**config.mk**
```make
export PLATFORM = sky130hd
export DESIGN_NAME = rom_window_scheduler
export DESIGN_NICKNAME = d
export VERILOG_FILES = /design/src/rtl/rom_window_scheduler.sv
export SDC_FILE = /design/constraint.sdc
export NUM_CORES = 1
export LEC_CHECK = 0
export CORE_UTILIZATION = 58
export DETAILED_ROUTE_END_ITERATION = 7
export GPL_TIMING_DRIVEN = 0
export PLACE_DENSITY = 0.8
export SLEW_MARGIN = 20
export SYNTH_ARGS = -nofsm -noshare
export SYNTH_HDL_FRONTEND = slang
export SYNTH_SLANG_ARGS = --single-unit
export TNS_END_PERCENT = 30
```
**constraint.sdc**
```tcl
create_clock -name pix_clk -period 6.6 [get_ports pix_clk]
set_clock_uncertainty 0.05 [all_clocks]
set_input_delay 0.66 -clock pix_clk [delete_from_list [all_inputs] [get_ports pix_clk]]
set_output_delay 0.66 -clock pix_clk [all_outputs]
set_load 0.1 [all_outputs]
```
**src/rtl/rom_window_scheduler.sv**
```systemverilog
// Shares one picture ROM between two on-screen windows: hit-tests each window,
// keeps a per-window address counter and emits ROM address/enable plus a window tag aligned with ROM data.
module rom_window_scheduler #(
   parameter int X_BITS    = 12,
   parameter int Y_BITS    = 12,
   parameter int ADDR_BITS = 16,
   parameter int PIC_W     = 256,
   parameter int PIC_H     = 256,
   parameter int RD_LAT    = 1,
   parameter int VS_POL    = 1
) (
   input  logic                 pix_clk,
   input  logic                 rst,
   input  logic [X_BITS-1:0]    act_x,
   input  logic [Y_BITS-1:0]    act_y,
   input  logic                 vs_in,
   input  logic                 hs_in,
   input  logic                 de_in,
   input  logic                 cfg_valid,
   output logic                 cfg_ready,
   input  logic                 cfg_win,
   input  logic                 cfg_en,
   input  logic [X_BITS-1:0]    cfg_x,
   input  logic [Y_BITS-1:0]    cfg_y,
   output logic [ADDR_BITS-1:0] rom_addr,
   output logic                 rom_en,
   output logic [1:0]           win_sel,
   output logic                 vs_out,
   output logic                 hs_out,
   output logic                 de_out
);

   localparam logic                 VsAct    = (VS_POL != 0);
   localparam logic [X_BITS:0]      PicWExt  = (X_BITS + 1)'(PIC_W);
   localparam logic [Y_BITS:0]      PicHExt  = (Y_BITS + 1)'(PIC_H);
   localparam logic [ADDR_BITS-1:0] LastAddr = ADDR_BITS'(PIC_W * PIC_H - 1);

   logic                 vsPrev_q;
   logic                 pending_q;
   logic                 pendWin_q;
   logic                 pendEn_q;
   logic [X_BITS-1:0]    pendX_q;
   logic [Y_BITS-1:0]    pendY_q;
   logic [1:0]           winEn_q;
   logic [X_BITS-1:0]    winX_q [2];
   logic [Y_BITS-1:0]    winY_q [2];
   logic [ADDR_BITS-1:0] cnt_q [2];
   logic [ADDR_BITS-1:0] cnt_d [2];
   logic [ADDR_BITS-1:0] romAddr_q;
   logic                 romEn_q;
   logic [1:0]           tagPipe_q [RD_LAT+1];
   logic [2:0]           syncPipe_q [RD_LAT+1];
   logic                 fs;
   logic [1:0]           hit;

   assign fs = (vs_in == VsAct) && (vsPrev_q != VsAct);

   // Window bounds are extended by one bit so a window near the right/bottom edge cannot wrap.
   always_comb begin
      hit = 2'b00;
      for (int w = 0; w < 2; w++) begin
         hit[w] = winEn_q[w] && de_in
                  && (act_x >= winX_q[w])
                  && ({1'b0, act_x} < ({1'b0, winX_q[w]} + PicWExt))
                  && (act_y >= winY_q[w])
                  && ({1'b0, act_y} < ({1'b0, winY_q[w]} + PicHExt));
         if (fs)
            cnt_d[w] = '0;
         else if (hit[w])
            cnt_d[w] = (cnt_q[w] == LastAddr) ? '0 : cnt_q[w] + ADDR_BITS'(1);
         else
            cnt_d[w] = cnt_q[w];
      end
   end

   // A single pending slot; it only reaches the active window registers on a frame start.
   always_ff @(posedge pix_clk) begin
      if (rst) begin
         vsPrev_q  <= VsAct;
         pending_q <= 1'b0;
         pendWin_q <= 1'b0;
         pendEn_q  <= 1'b0;
         pendX_q   <= '0;
         pendY_q   <= '0;
         winEn_q   <= 2'b00;
         for (int w = 0; w < 2; w++) begin
            winX_q[w] <= '0;
            winY_q[w] <= '0;
            cnt_q[w]  <= '0;
         end
      end else begin
         vsPrev_q <= vs_in;
         if (fs && pending_q) begin
            winEn_q[pendWin_q] <= pendEn_q;
            winX_q[pendWin_q]  <= pendX_q;
            winY_q[pendWin_q]  <= pendY_q;
            pending_q          <= 1'b0;
         end else if (cfg_valid && !pending_q) begin
            pendWin_q <= cfg_win;
            pendEn_q  <= cfg_en;
            pendX_q   <= cfg_x;
            pendY_q   <= cfg_y;
            pending_q <= 1'b1;
         end
         for (int w = 0; w < 2; w++)
            cnt_q[w] <= cnt_d[w];
      end
   end

   // Window0 owns the ROM on overlap; the tag and syncs then ride along for the ROM latency.
   always_ff @(posedge pix_clk) begin
      if (rst) begin
         romAddr_q <= '0;
         romEn_q   <= 1'b0;
         for (int i = 0; i <= RD_LAT; i++) begin
            tagPipe_q[i]  <= 2'b00;
            syncPipe_q[i] <= 3'b000;
         end
      end else begin
         if (hit[0]) begin
            romAddr_q    <= cnt_q[0];
            romEn_q      <= 1'b1;
            tagPipe_q[0] <= 2'b01;
         end else if (hit[1]) begin
            romAddr_q    <= cnt_q[1];
            romEn_q      <= 1'b1;
            tagPipe_q[0] <= 2'b10;
         end else begin
            romAddr_q    <= '0;
            romEn_q      <= 1'b0;
            tagPipe_q[0] <= 2'b00;
         end
         syncPipe_q[0] <= {vs_in, hs_in, de_in};
         for (int i = 1; i <= RD_LAT; i++) begin
            tagPipe_q[i]  <= tagPipe_q[i-1];
            syncPipe_q[i] <= syncPipe_q[i-1];
         end
      end
   end

   assign cfg_ready = !pending_q;
   assign rom_addr  = romAddr_q;
   assign rom_en    = romEn_q;
   assign win_sel   = tagPipe_q[RD_LAT];
   assign vs_out    = syncPipe_q[RD_LAT][2];
   assign hs_out    = syncPipe_q[RD_LAT][1];
   assign de_out    = syncPipe_q[RD_LAT][0];

endmodule
```
==> Yosys cells after proc, flatten, opt, wreduce, memory -nomap -nowiden <==
Memories as Yosys holds them, arrays and structs flattened.
Index checks and enable logic that the tools add are counted.
{ "word_totals": {"regBits": 47, "ramBits": 90, "mem_count": 5} }
{ "mem_list": {"columns": ["memory", "words", "width", "read_ports", "rd_clocked_by_memory_dff", "write_ports", "line_no", "source"], "rows": [
  ["cnt_q", 2, 16, 2, 0, 2, "47", "logic [ADDR_BITS-1:0] cnt_q [2];"],
  ["winX_q", 2, 12, 2, 0, 2, "45", "logic [X_BITS-1:0] winX_q [2];"],
  ["winY_q", 2, 12, 2, 0, 2, "46", "logic [Y_BITS-1:0] winY_q [2];"],
  ["syncPipe_q", 2, 3, 2, 0, 2, "52", "logic [2:0] syncPipe_q [RD_LAT+1];"],
  ["tagPipe_q", 2, 2, 2, 0, 2, "51", "logic [1:0] tagPipe_q [RD_LAT+1];"]
]} }
{ "op_classes": {"mux": 43, "n_lt_le_gt_ge": 10, "eq_ne": 2, "n_bitwise": 10, "reduce_logical": 19, "addsub": 6} }
{ "op_table": {"columns": ["cell", "n"], "rows": [
  ["$mux 16", 10],
  ["$add 12x9->13 const B", 4],
  ["$lt 12x13->1", 4],
  ["$ge 12x12->1", 4],
  ["$add 16x1->16 const B", 2],
  ["$eq 16x16->1 const B", 2],
  ["$mux 12", 2],
  ["$reduce_or 12->1", 2],
  ["$mux 1", 23],
  ["$logic_and 1x1->1", 14],
  ["$mux 2", 4],
  ["$or 1x1->1", 8],
  ["$mux 3", 2],
  ["$bwmux 2", 1],
  ["$lt 1x2->1 const B", 1],
  ["$not 1->1", 2],
  ["$reduce_and 2->1", 1],
  ["$reduce_or 2->1", 1],
  ["$demux 1 s1", 1],
  ["$ge 1x1->1 const B", 1],
  ["$logic_not 1->1", 1]
]} }

==> Depth between registers and ports, before layout <==
{ "depth": {"word_depth": 11, "mapped_depth": 12} }

==> Least setup slack after synthesis <==
No wires, ideal clock.
{ "synth_timing": {"path_kind": "input port to flip-flop", "startpoint": "input port act_x[3]", "endpoint": "memory cnt_q[1][13] (netlist: cnt_q[0][29])", "n_path_buf": 2, "setup_ns": 0.070, "arrival_ns": 3.335, "path_stages": 10, "setup_slack_ns": 3.145, "path_cell_list": "ha_1 and4_1 and2_0 o311a_1 or4_1 buf_2 or3_1 buf_6 or4_1 a21oi_1"} }
{ "synth_lines": {"columns": ["item", "line_no", "source"], "rows": [
  ["start, declared", "14", "input logic [X_BITS-1:0] act_x,"],
  ["end, declared", "47", null]
]} }

==> results_dict.tcl <==
set metrics [dict create \
    cp.required_ns 6.85 \
    ys_warn_count 0 \
    antennaDiodeCount 0 \
    multi_input_area_um2 3780 \
    r2r-end "cnt_q[0][23]$_SDFFE_PP0N_" \
    synth_edf_count 52 \
    io_buffer_count 77 \
    die-area_um2 13300 \
    overflow 0 \
    clock-sinks 137 \
    globalRouteMet1Util 0.359 \
    drc 0 \
    grt.busiest_layer "met2" \
    fin_nets 1030 \
    drt_iter0_drc 569 \
    hold_path.class "flop to flop" \
    rrSetupSlack_ns 2.65 \
    wirelength_mm 19.2 \
    synth-seq-cells 137 \
    crit_arrival_ns 4.44 \
    final-setup-viol-count 0 \
    antenna_left 0 \
    chipHeight_um 115 \
    seq_area_um2 3260 \
    period_share 0.635 \
    clock_latency_ns 0.42 \
    tightest_slew_ns 1.09 \
    fill_cells 992 \
    avgSynthCellArea_um2 9.26 \
    regToRegStartpoint "winY_q[1][8]$_SDFFCE_PN0P_" \
    p_per_area_nw_per_um2 233 \
    path_class "input port to flop" \
    cts_made_buffers 17 \
    p_total_w 0.00211 \
    dr.pass1.iters 5 \
    postCtsSetupRepairBufs 0 \
    grt_pass1_vias 6194 \
    crit_start "act_x[3]" \
    path_max_fanout 10 \
    synth_cells 805 \
    cap_violations 0 \
    design_area_um2 9060 \
    row_count 41 \
    holdBufCountCts 0 \
    finalCriticalPeriod_ns 4.19 \
    max_slew_margin 0.275 \
    place_hpwl_mm 14.8 \
    syn_to_final_growth_pct 21.5 \
    htreeDepth 4 \
    report.final.slew_viol_count 0 \
    fp.dieW_um 115 \
    use_met3 0.0717 \
    grtUsageMet2 0.523 \
    hold_violations 0 \
    dr_total_vias 6409 \
    holdWs_ns 0.401 \
    grt_pass1_wl_mm 30.1 \
    yosysSeqAreaShare 0.438 \
    cts.clk_slew.worst_paths_ns 0.06 \
    ff2ff_path_depth 12 \
    place_congestion 0.959 \
    synth_area_um2 7450 \
    via_per_inst 5.89 \
    cp-start-kind "input port" \
    synth-async-reset-ratio 0 \
    drive_above_1_share 0.0502 \
    setup_tns_ns 0 \
    synth_flop_cell "dfxtp_1" \
    wl_per_cell_um 17.7 \
    ir_drop_v 0.000155 \
    clk_path_buf_depth 2 \
    coreArea_um2 12600 \
    antenna_found_initial 0 \
    cts_tree "done" \
    rsz0062_at_grt "false" \
    grt_max_degree 26 \
    p_leak_nw 3.61 \
    start_util 0.593 \
    grtUsageTotal 0.300 \
    crit_path_end_kind "flop" \
    ios 79 \
    crit_end "cnt_q[0][23]$_SDFFE_PP0N_" \
    max_freq_mhz 238 \
    place_area_um2 8460 \
    status "completed" \
    cts-resized-gates 0 \
    ys_types 56 \
    root_buffer "clkbuf_16" \
]
[area by class of cell]
| class | count | area share |
|---|---|---|
| multi-input combinational | 560 | 0.417 |
| clock inverter | 12 | 0.0166 |
| clock buffer | 20 | 0.0493 |
| sequential | 137 | 0.360 |
| buffer | 39 | 0.0182 |
| tap | 172 | 0.0238 |
| timing repair buffer | 77 | 0.0851 |
| inverter | 72 | 0.0298 |
[critical path, stage by stage]
cell             delay, ns
clkdlybuf4s50_1       0.46
ha_1                  0.36
and4_1                0.24
and2_0                0.17
o311a_1               0.31
or4_1                 0.60
buf_2                 0.19
nor4b_2               0.75
a41o_1                0.37
buf_2                 0.27
a21oi_1               0.07
[kinds of logic (layout without fill, tap and decap cells)]
group / after synthesis / after routing / share of synthesized area
other: 1 / 4 / 0.000503
and+or+nand+nor: 276 / 276 / 0.196
AOI/OAI and AO/OA: 197 / 197 / 0.174
buffers and inverters: 111 / 220 / 0.0584
DFF: 137 / 137 / 0.438
muxes: 3 / 3 / 0.00403
adders and majority gates: 70 / 70 / 0.118
xor gates and xnor gates: 10 / 10 / 0.0118
[layout by cell type, fill, tap and decap left out, types with 9 or more instances in the layout]
master,synthesis,routed
dfxtp_1,85,85
nand2_1,83,83
a21oi_1,83,83
clkdlybuf4s50_1,0,77
inv_1,72,72
ha_1,70,70
and2_1,52,52
edfxtp_1,52,52
nand3_1,41,41
clkbuf_1,31,33
a21o_1,19,19
o211ai_1,19,19
nor2_1,18,18
clkbuf_16,0,17
nor2b_1,15,15
nand4_1,15,15
and3_1,15,15
o21ai_0,12,12
xnor2_1,10,10
a31oi_1,9,9
[power by group]
part / switching, W / leakage, nW / internal, W
Clock: 0.000362 / 0.288 / 0.000603
Combinational: 0.000134 / 2.10 / 0.0000958
Sequential: 0.0000138 / 1.23 / 0.000901
Total: 0.000509 / 3.61 / 0.00160
[worst min path at each step]
stage,startpoint,end,cells past startpoint
after detailed placement,syncPipe_q[0][0]$_SDFF_PP0_,syncPipe_q[0][3]$_SDFF_PP0_,1
final,syncPipe_q[0][0]$_SDFF_PP0_,syncPipe_q[0][3]$_SDFF_PP0_,1
after global routing,syncPipe_q[0][1]$_SDFF_PP0_,syncPipe_q[0][4]$_SDFF_PP0_,1
after floorplan,syncPipe_q[0][0]$_SDFF_PP0_,syncPipe_q[0][3]$_SDFF_PP0_,1
after CTS,syncPipe_q[0][1]$_SDFF_PP0_,syncPipe_q[0][4]$_SDFF_PP0_,1
after global placement,syncPipe_q[0][2]$_SDFF_PP0_,syncPipe_q[0][5]$_SDFF_PP0_,1
[stage by stage]
stage,std cells,setup WS (ns),utilization
finish,1089,2.41,0.721
global route,1089,2.24,0.721
CTS,1089,2.43,0.721
detailed placement,1057,2.03,0.673
global placement,1057,2.09,0.672
floorplan,808,3.15,-
[cell usage after synthesis (3+ instances only)]
cell type   n  area [um2]
and3_1     15        93.8
nand4_1    15        93.8
xnor2_1    10        87.6
nand2b_1    4        25.0
nor3_1      7        35.0
inv_1      72         270
and4_1      6        52.6
o21bai_1    3        22.5
or3_1       5        31.3
o211ai_1   19         143
buf_2       3        15.0
a31oi_1     9        56.3
a21oi_1    83         415
a21o_1     19         143
o41ai_1     3        26.3
dfxtp_1    85        1700
edfxtp_1   52        1560
nor2b_1    15        93.8
a31o_2      5        43.8
nand2_1    83         312
o221ai_1    3        26.3
a41o_1      8        80.1
mux2i_1     3        30.0
ha_1       70         876
a41oi_1     3        26.3
a211oi_1    8        60.1
nand3_1    41         205
clkbuf_1   31         116
o31ai_1     6        45.0
and2_1     52         325
o21ai_0    12        60.1
or4_1       4        30.0
nor2_1     18        67.6
[state kept, by name (all words and copies together), names as in the netlist, 2 cells and up]
| signal | cells |
|---|---|
| winX_q | 24 |
| rom_addr | 16 |
| pendX_q | 12 |
| tagPipe_q | 4 |
| winEn_q | 2 |
| winY_q | 24 |
| cnt_q | 32 |
| pendY_q | 12 |
| syncPipe_q | 6 |
[metal layers]
layer  wire length (um)  share of wire
met1               7940           0.41
met2               9650           0.50
met3               1200          0.062
met4                446          0.023
met5                  0              0
(Power assumes the default switching activity.)
